$ cat config.mk
export PLATFORM = sky130hd
export DESIGN_NAME = q_update
export DESIGN_NICKNAME = d
export VERILOG_FILES = /design/src/rtl/q_update.sv
export SDC_FILE = /design/constraint.sdc
export NUM_CORES = 2
export LEC_CHECK = 0
export ABC_AREA = 1
export BUFFER_PORTS_ARGS = -buffer_cell sky130_fd_sc_hd__buf_2
export CAP_MARGIN = 25
export CORE_MARGIN = 2
export CORE_UTILIZATION = 45
export DETAILED_ROUTE_END_ITERATION = 10
export SYNTH_ARGS = -nofsm -noshare
export SYNTH_HDL_FRONTEND = slang
export SYNTH_SLANG_ARGS = --single-unit
$ cat constraint.sdc
create_clock -name clk -period 10.25 [get_ports clk]
set_input_delay 0.5125 -clock clk [delete_from_list [all_inputs] [get_ports clk]]
set_output_delay 0.5125 -clock clk [all_outputs]
set_load 0.01 [all_outputs]
$ cat src/rtl/q_update.sv
// Q-learning update Q_new = Q_old + Alpha*(Reward + gamma_maxQ - Q_old); three register stages, 3-cycle latency.
// A held output (out_valid && !out_ready) freezes every stage and deasserts in_ready combinationally.
module q_update #(
    parameter int W    = 24,
    parameter int FRAC = 14
) (
    input  logic         clk,
    input  logic         rst_n,
    input  logic         in_valid,
    output logic         in_ready,
    input  logic [W-1:0] Q_old,
    input  logic [W-1:0] Reward,
    input  logic [W-1:0] gamma_maxQ,
    input  logic [W-1:0] Alpha,
    input  logic [2:0]   S_in,
    input  logic [1:0]   A_in,
    output logic         out_valid,
    input  logic         out_ready,
    output logic [W-1:0] Q_new,
    output logic [2:0]   S_out,
    output logic [1:0]   A_out,
    output logic [15:0]  upd_cnt
);

    localparam logic signed [2*W-1:0] SMAX = {{(W+1){1'b0}}, {(W-1){1'b1}}};
    localparam logic signed [2*W-1:0] SMIN = {{(W+1){1'b1}}, {(W-1){1'b0}}};

    // All intermediate arithmetic is done at 2W bits, wide enough that no stage can wrap.
    function automatic logic signed [2*W-1:0] sext(input logic [W-1:0] v);
        return {{W{v[W-1]}}, v};
    endfunction

    function automatic logic [W-1:0] sat(input logic signed [2*W-1:0] x);
        logic [W-1:0] r;
        if (x > SMAX)      r = {1'b0, {(W-1){1'b1}}};
        else if (x < SMIN) r = {1'b1, {(W-1){1'b0}}};
        else               r = x[W-1:0];
        return r;
    endfunction

    logic         en;
    logic         s1_vld_q, s1_vld_d, s2_vld_q, s2_vld_d, out_vld_q, out_vld_d;
    logic [W-1:0] s1_t_q, s1_t_d, s1_alpha_q, s1_alpha_d, s1_qold_q, s1_qold_d;
    logic [W-1:0] s2_p_q, s2_p_d, s2_qold_q, s2_qold_d, q_new_q, q_new_d;
    logic [2:0]   s1_s_q, s1_s_d, s2_s_q, s2_s_d, s_out_q, s_out_d;
    logic [1:0]   s1_a_q, s1_a_d, s2_a_q, s2_a_d, a_out_q, a_out_d;
    logic [15:0]  cnt_q, cnt_d;
    logic signed [2*W-1:0] t_wide, prod, prod_sh, q_sum;

    always_comb begin
        en       = !(out_vld_q && !out_ready);
        t_wide   = sext(Reward) + sext(gamma_maxQ) - sext(Q_old);
        prod     = sext(s1_alpha_q) * sext(s1_t_q);
        prod_sh  = prod >>> FRAC;
        q_sum    = sext(s2_qold_q) + sext(s2_p_q);

        s1_vld_d   = s1_vld_q;
        s1_t_d     = s1_t_q;
        s1_alpha_d = s1_alpha_q;
        s1_qold_d  = s1_qold_q;
        s1_s_d     = s1_s_q;
        s1_a_d     = s1_a_q;
        s2_vld_d   = s2_vld_q;
        s2_p_d     = s2_p_q;
        s2_qold_d  = s2_qold_q;
        s2_s_d     = s2_s_q;
        s2_a_d     = s2_a_q;
        out_vld_d  = out_vld_q;
        q_new_d    = q_new_q;
        s_out_d    = s_out_q;
        a_out_d    = a_out_q;
        cnt_d      = cnt_q;

        if (en) begin
            s1_vld_d   = in_valid;
            s1_t_d     = sat(t_wide);
            s1_alpha_d = Alpha;
            s1_qold_d  = Q_old;
            s1_s_d     = S_in;
            s1_a_d     = A_in;
            s2_vld_d   = s1_vld_q;
            s2_p_d     = sat(prod_sh);
            s2_qold_d  = s1_qold_q;
            s2_s_d     = s1_s_q;
            s2_a_d     = s1_a_q;
            out_vld_d  = s2_vld_q;
            q_new_d    = sat(q_sum);
            s_out_d    = s2_s_q;
            a_out_d    = s2_a_q;
        end

        if (out_vld_q && out_ready && cnt_q != 16'hFFFF) begin
            cnt_d = cnt_q + 16'd1;
        end
    end

    always_ff @(posedge clk) begin
        if (!rst_n) begin
            s1_vld_q   <= 1'b0;
            s1_t_q     <= '0;
            s1_alpha_q <= '0;
            s1_qold_q  <= '0;
            s1_s_q     <= '0;
            s1_a_q     <= '0;
            s2_vld_q   <= 1'b0;
            s2_p_q     <= '0;
            s2_qold_q  <= '0;
            s2_s_q     <= '0;
            s2_a_q     <= '0;
            out_vld_q  <= 1'b0;
            q_new_q    <= '0;
            s_out_q    <= '0;
            a_out_q    <= '0;
            cnt_q      <= '0;
        end else begin
            s1_vld_q   <= s1_vld_d;
            s1_t_q     <= s1_t_d;
            s1_alpha_q <= s1_alpha_d;
            s1_qold_q  <= s1_qold_d;
            s1_s_q     <= s1_s_d;
            s1_a_q     <= s1_a_d;
            s2_vld_q   <= s2_vld_d;
            s2_p_q     <= s2_p_d;
            s2_qold_q  <= s2_qold_d;
            s2_s_q     <= s2_s_d;
            s2_a_q     <= s2_a_d;
            out_vld_q  <= out_vld_d;
            q_new_q    <= q_new_d;
            s_out_q    <= s_out_d;
            a_out_q    <= a_out_d;
            cnt_q      <= cnt_d;
        end
    end

    assign in_ready  = en;
    assign out_valid = out_vld_q;
    assign Q_new     = q_new_q;
    assign S_out     = s_out_q;
    assign A_out     = a_out_q;
    assign upd_cnt   = cnt_q;

endmodule

* After elaboration in Yosys (flattened, before gate mapping)
Index checks and enable logic that the tools add are counted.
** Word-level totals
- Output and inout bits :: 47
- Bits of input ports :: 105
- Logic and storage cells :: 39
- Bits in registers :: 178
** Operators by class
- Reductions and logical operators :: 5
- Equal/unequal tests :: 1
- Mux-type cells :: 6
- $add $sub $neg :: 4
- Order comparisons :: 6
- Multiply operators :: 1
** Operators with widths (number)
- 24-bit two-way mux :: 6
- 24-bit by 24-bit adder with 25-bit output :: 2
- 24-bit by 24-bit multiplier with 48-bit output :: 1
- 34-bit by 24-bit > comparator with 1-bit output (second input constant) :: 1
- 34-bit by 24-bit < comparator with 1-bit output (second input constant) :: 1
- 26-bit by 24-bit > comparator with 1-bit output (second input constant) :: 1
- 26-bit by 24-bit < comparator with 1-bit output (second input constant) :: 1
- 25-bit by 24-bit subtractor with 26-bit output :: 1
- 25-bit by 24-bit > comparator with 1-bit output (second input constant) :: 1
- 25-bit by 24-bit < comparator with 1-bit output (second input constant) :: 1
- 16-bit by 1-bit adder with 16-bit output (second input constant) :: 1
- 16-bit != test (second input constant) :: 1
- 1-bit logical AND :: 3
- 1-bit logical NOT :: 2

* Longest topological paths before layout
- Word-level depth :: 5
- Mapped depth :: 39
- Mapped depth without buffers :: 36

* Worst setup path after synthesis
Ideal clock, no wire load.
- Kind :: register -> register
- Start point :: register s1_alpha_q[23]
- End point :: register s2_p_q[15]
- Library setup time :: 0.064 ns
- Period minus slack after synthesis :: 7.072 ns
- Buffers on the path :: 3
- Cell stages (with the launch flop) :: 33
- Path slack :: 3.178 ns
- Arrival :: 7.008 ns
- Cell sequence :: dfxtp_1 clkbuf_1 clkbuf_1 nand2_1 inv_1 fa_1 fa_1 inv_1 fa_1 inv_1 fa_1 fa_1 inv_1 fa_1 inv_1 fa_1 ha_1 nand2_1 nor2_1 nand2_1 nor2_2 and3_1 nand2_1 nand3_2 nand3_2 nand2_4 nand2_2 nor2_4 nand3_4 buf_6 a21oi_2 nor2_1 nor2_1
** Between the ends
- Word-level cells in the longest chain between the ends :: 4
- Elaborated cells between the ends (all ways) :: 5
** Ends and longest elaborated chain
- start: declaration :: RTL line 43 : logic [W-1:0] s1_t_q, s1_t_d, s1_alpha_q, s1_alpha_d, s1_qold_q, s1_qold_d;
- start signal: assignment :: RTL line 118 : s1_alpha_q <= s1_alpha_d;
- 24-bit by 24-bit multiplier with 48-bit output (*) :: RTL line 53 : prod = sext(s1_alpha_q) * sext(s1_t_q);
- 34-bit by 24-bit < comparator with 1-bit output :: RTL line 36 : else if (x < SMIN) r = {1'b1, {(W-1){1'b0}}};
- 24-bit two-way mux :: RTL line 36
- 24-bit two-way mux (*) :: RTL line 35 : if (x > SMAX) r = {1'b0, {(W-1){1'b1}}};
- end signal: assignment :: RTL line 123 : s2_p_q <= s2_p_d;
- end: declaration :: RTL line 44 : logic [W-1:0] s2_p_q, s2_p_d, s2_qold_q, s2_qold_d, q_new_q, q_new_d;
Mark *: on every way between the ends. The rest lies on a longest branch, timed or not.
A chain may end at the register's enable or synchronous reset.

* Worst setup path after layout
- Start point :: register s1_t_q[5]
- End point :: register s2_p_q[1]
** Between the ends
- Word-level cells in the longest chain between the ends :: 4
- Elaborated cells between the ends (all ways) :: 5
** Ends and longest elaborated chain
- start: declaration :: RTL line 43
- start signal: assignment :: RTL line 117 : s1_t_q <= s1_t_d;
- 24-bit by 24-bit multiplier with 48-bit output (*) :: RTL line 53
- 34-bit by 24-bit < comparator with 1-bit output :: RTL line 36
- 24-bit two-way mux :: RTL line 36
- 24-bit two-way mux (*) :: RTL line 35
Marks and branches as above.

==> flow_metrics.py <==
metrics = {
    "run_status": {
        "status": "finished clean",
    },
    "clock_tree": {
        "cts_resized": 0,
        "cts.path.max_buffers": 2,
        "clock-root-buffer": "clkbuf_16",
        "clkLatencyLatePin_ns": 0.48,
        "cts_max_level": 4,
        "post-cts-setup-buffers": 0,
        "numClockSinks": 178,
        "path_clk_slew_ns": 0.09,
        "postCtsHoldBufs": 0,
        "cts_tree": "built",
        "cts_made_buffers": 17,
    },
    "timing": {
        "setup_viol": 0,
        "timing.slew.headroom": 0.3009,
        "fmax_mhz": 124.1,
        "hold_ws_ns": 0.2877,
        "max_slew.worst_pin.slew_ns": 1.047,
        "finalMaxSlewViolations": 0,
        "hold_viol_final": 0,
        "min_period_ns": 8.058,
        "tns_ns": 0,
        "skew_ns": 0.02068,
        "rsz0062_at_grt": "no",
        "final.setup.worst_slack_ns": 2.192,
        "timing.final.crit_share": 0.7862,
    },
    "setup_path": {
        "start_kind": "register",
        "crit_path_end": "s2_p_q[1]$_SDFFE_PN0N_",
        "cp.depth": 29,
        "critPathRequiredTime_ns": 10.66,
        "reg2reg_to": "s2_p_q[1]$_SDFFE_PN0N_",
        "cpPeakStageDelay_ns": 0.86,
        "critPathBufInv": 5,
        "critPathLaunch": "s1_t_q[5]$_SDFFE_PN0N_",
        "r2r_cells": 29,
        "critPathMaxFanout": 26,
        "r2r-start": "s1_t_q[5]$_SDFFE_PN0N_",
        "crit_family": "adder cells",
        "r2r_slack_ns": 2.19,
        "critPathSlowestCell": "dfxtp_1",
        "cpMostUsedCell": "fa_1",
        "path_class": "register to register",
        "end_kind": "register",
        "critPathArrivalTime_ns": 8.47,
    },
    "global_route": {
        "grt_pass1_wl_mm": 142.8,
        "grt-ovfl-total": 0,
        "antenna_found_initial": 1,
        "grt_pass1_vias": 26710,
        "grtUsageTotal": 0.2426,
        "grt_max_degree": 100,
    },
    "synth": {
        "synthCells": 4407,
        "synth-edff-count": 0,
        "synth.top_cell.area_share": 0.3860,
        "synthArstFlopShare": 0,
        "ys_ff_latch": 178,
        "yosysSeqAreaShare": 0.1089,
        "synth_area_leaders": "fa_1 39%, inv_1 13%, nand2_1 12%",
        "syn-num-nets": 5324,
        "syn_area_per_cell_sq_um": 7.427,
        "synth_top_area_cell": "fa_1",
        "synth_ff_type": "dfxtp_1",
        "yosys_warnings": 0,
        "netlist_area_sq_um": 32730,
        "ys_types": 46,
    },
    "finish": {
        "fillers": 7320,
        "syn2layout_area_growth_pct": 6.873,
        "layout.nets": 5353,
        "drive_gt1_frac": 0.07260,
    },
    "drt": {
        "vias": 26290,
        "drt_pass1_iterations": 6,
        "drc": 0,
        "drtIter0Drc": 1725,
        "vias_per_cell": 4.868,
        "drtAntennaViolNets": 0,
        "wirelength_mm": 87.26,
        "wl_per_cell_um": 16.16,
    },
    "placed_design": {
        "dp_hpwl_mm": 72.22,
        "port_buffers": 151,
        "routabilityCongestion": 0.9541,
        "dpl_worst_slack_ns": 2.200,
    },
    "floorplan": {
        "rows": 98,
        "fp.dieH_um": 273.7,
        "die_w_um": 273.7,
        "die-area_sq_um": 74900,
        "initial_utilization": 0.4563,
        "io_pins": 152,
        "core_sq_um": 71730,
    },
    "min_path": {
        "hold_class": "input pin to register",
    },
    "job": {
        "maxCapViolCount": 0,
    },
}
-- through the flow --
step,instances,instance area [sq um],utilization
after floorplan,4407,32730,-
after global placement,5365,34320,0.4784
after detailed placement,5365,34320,0.4784
after CTS,5397,34950,0.4872
after global routing,5399,34980,0.4876
final,5400,34980,0.4876
-- placed cells by master, fill, tap and decap left out, types with 17 or more instances in the layout --
| cell | n |
|---|---|
| inv_1 | 1160 |
| nand2_1 | 1058 |
| fa_1 | 631 |
| nor2_1 | 337 |
| o21ai_0 | 192 |
| ha_1 | 181 |
| dfxtp_1 | 178 |
| a21oi_1 | 156 |
| buf_2 | 150 |
| nand3_1 | 67 |
| buf_4 | 58 |
| xor2_1 | 40 |
| xnor2_1 | 28 |
| a21oi_2 | 21 |
| nor3_1 | 20 |
| nand4_1 | 18 |
| clkbuf_16 | 17 |
-- cell type report --
type / instances / area [sq um] / share of cell area
multi-input cells: 2852 / 23960 / 0.6850
diodes: 1 / 2.502 / 0.00007154
inverters: 1177 / 4420 / 0.1264
repair buffers: 210 / 1216 / 0.03477
clock inverters: 15 / 202.7 / 0.005795
well taps: 950 / 1189 / 0.03398
flip-flops and latches: 178 / 3563 / 0.1019
clock buffers: 17 / 425.4 / 0.01216
-- cell families (layout without fill, tap and decap cells) --
kind of cell	count (synthesis)	in the layout	share of synthesized area
compound gates	409	409	0.06759
xor+xnor	68	68	0.01820
fa+ha+maj	812	812	0.4552
buf+inv	1377	1419	0.1593
flops	178	178	0.1089
other cells	0	1	0
simple gates	1563	1563	0.1909
-- worst min-delay path by stage --
stage                           from                           to  slack (ns)  cells after the start
3_5_place_dp   s2_vld_q$_SDFFE_PN0N_        s2_vld_q$_SDFFE_PN0N_        0.46                      2
4_1_cts                      A_in[1]       s1_a_q[1]$_SDFFE_PN0N_        0.27                      3
5_1_grt                    Alpha[19]  s1_alpha_q[19]$_SDFFE_PN0N_        0.30                      3
6_report                     A_in[1]       s1_a_q[1]$_SDFFE_PN0N_        0.29                      3
2_1_floorplan  s2_vld_q$_SDFFE_PN0N_        s2_vld_q$_SDFFE_PN0N_        0.43                      2
3_3_place_gp   s2_vld_q$_SDFFE_PN0N_        s2_vld_q$_SDFFE_PN0N_        0.44                      2
-- cells in the mapped netlist (2+ instances only) --
master and number:
buf_2 9, nor3b_1 2, and3_1 2, a21oi_1 156
nor3_1 20, buf_1 3, a211oi_1 2, clkinv_1 3
or2_1 2, buf_6 2, o21ai_1 2, nor2_4 4
nor4_1 2, clkbuf_1 181, nand2_1 1058, buf_4 5
xor2_1 40, and2_1 5, xnor2_1 28, nand3_2 5
nor2_2 13, o21bai_1 11, o21ai_0 192, a21o_1 5
ha_1 181, nand3_1 67, nor2_1 338, fa_1 631
dfxtp_1 178, inv_2 13, nand4_1 18, or2_2 9
nor3_2 2, nand2_2 8, inv_1 1161, nand3b_1 5
a21oi_2 21, a31oi_1 9, o21a_1 7
-- state kept, by name, indices dropped and copies added, names as in the netlist --
name,cells
s2_p_q,24
s1_alpha_q,24
s2_qold_q,24
s2_s_q,3
s1_t_q,24
upd_cnt,16
s1_qold_q,24
S_out,3
s1_s_q,3
out_valid,1
s2_a_q,2
A_out,2
s1_vld_q,1
s1_a_q,2
s2_vld_q,1
Q_new,24
-- worst register-to-register path, delay by kind of cell, from the launching register on --
family,cells,cell delay (ns)
flip-flops,1,0.86
AO/OA/AOI/OAI,1,0.25
buffers and inverters,5,0.82
AND/OR/NAND/NOR,15,2.12
adder cells (fa/ha/maj),8,3.98
-- routing by layer --
metal	wire length, um	part of all wire	global-route usage
met5	0	0	0
met4	2257	0.026	0.05968
met3	5153	0.059	0.03588
met2	40480	0.46	0.3951
met1	39370	0.45	0.3394
Power is left out: the tool's default activity adds up to more than one toggle a clock period on the data nets, which glitch-free logic cannot reach.
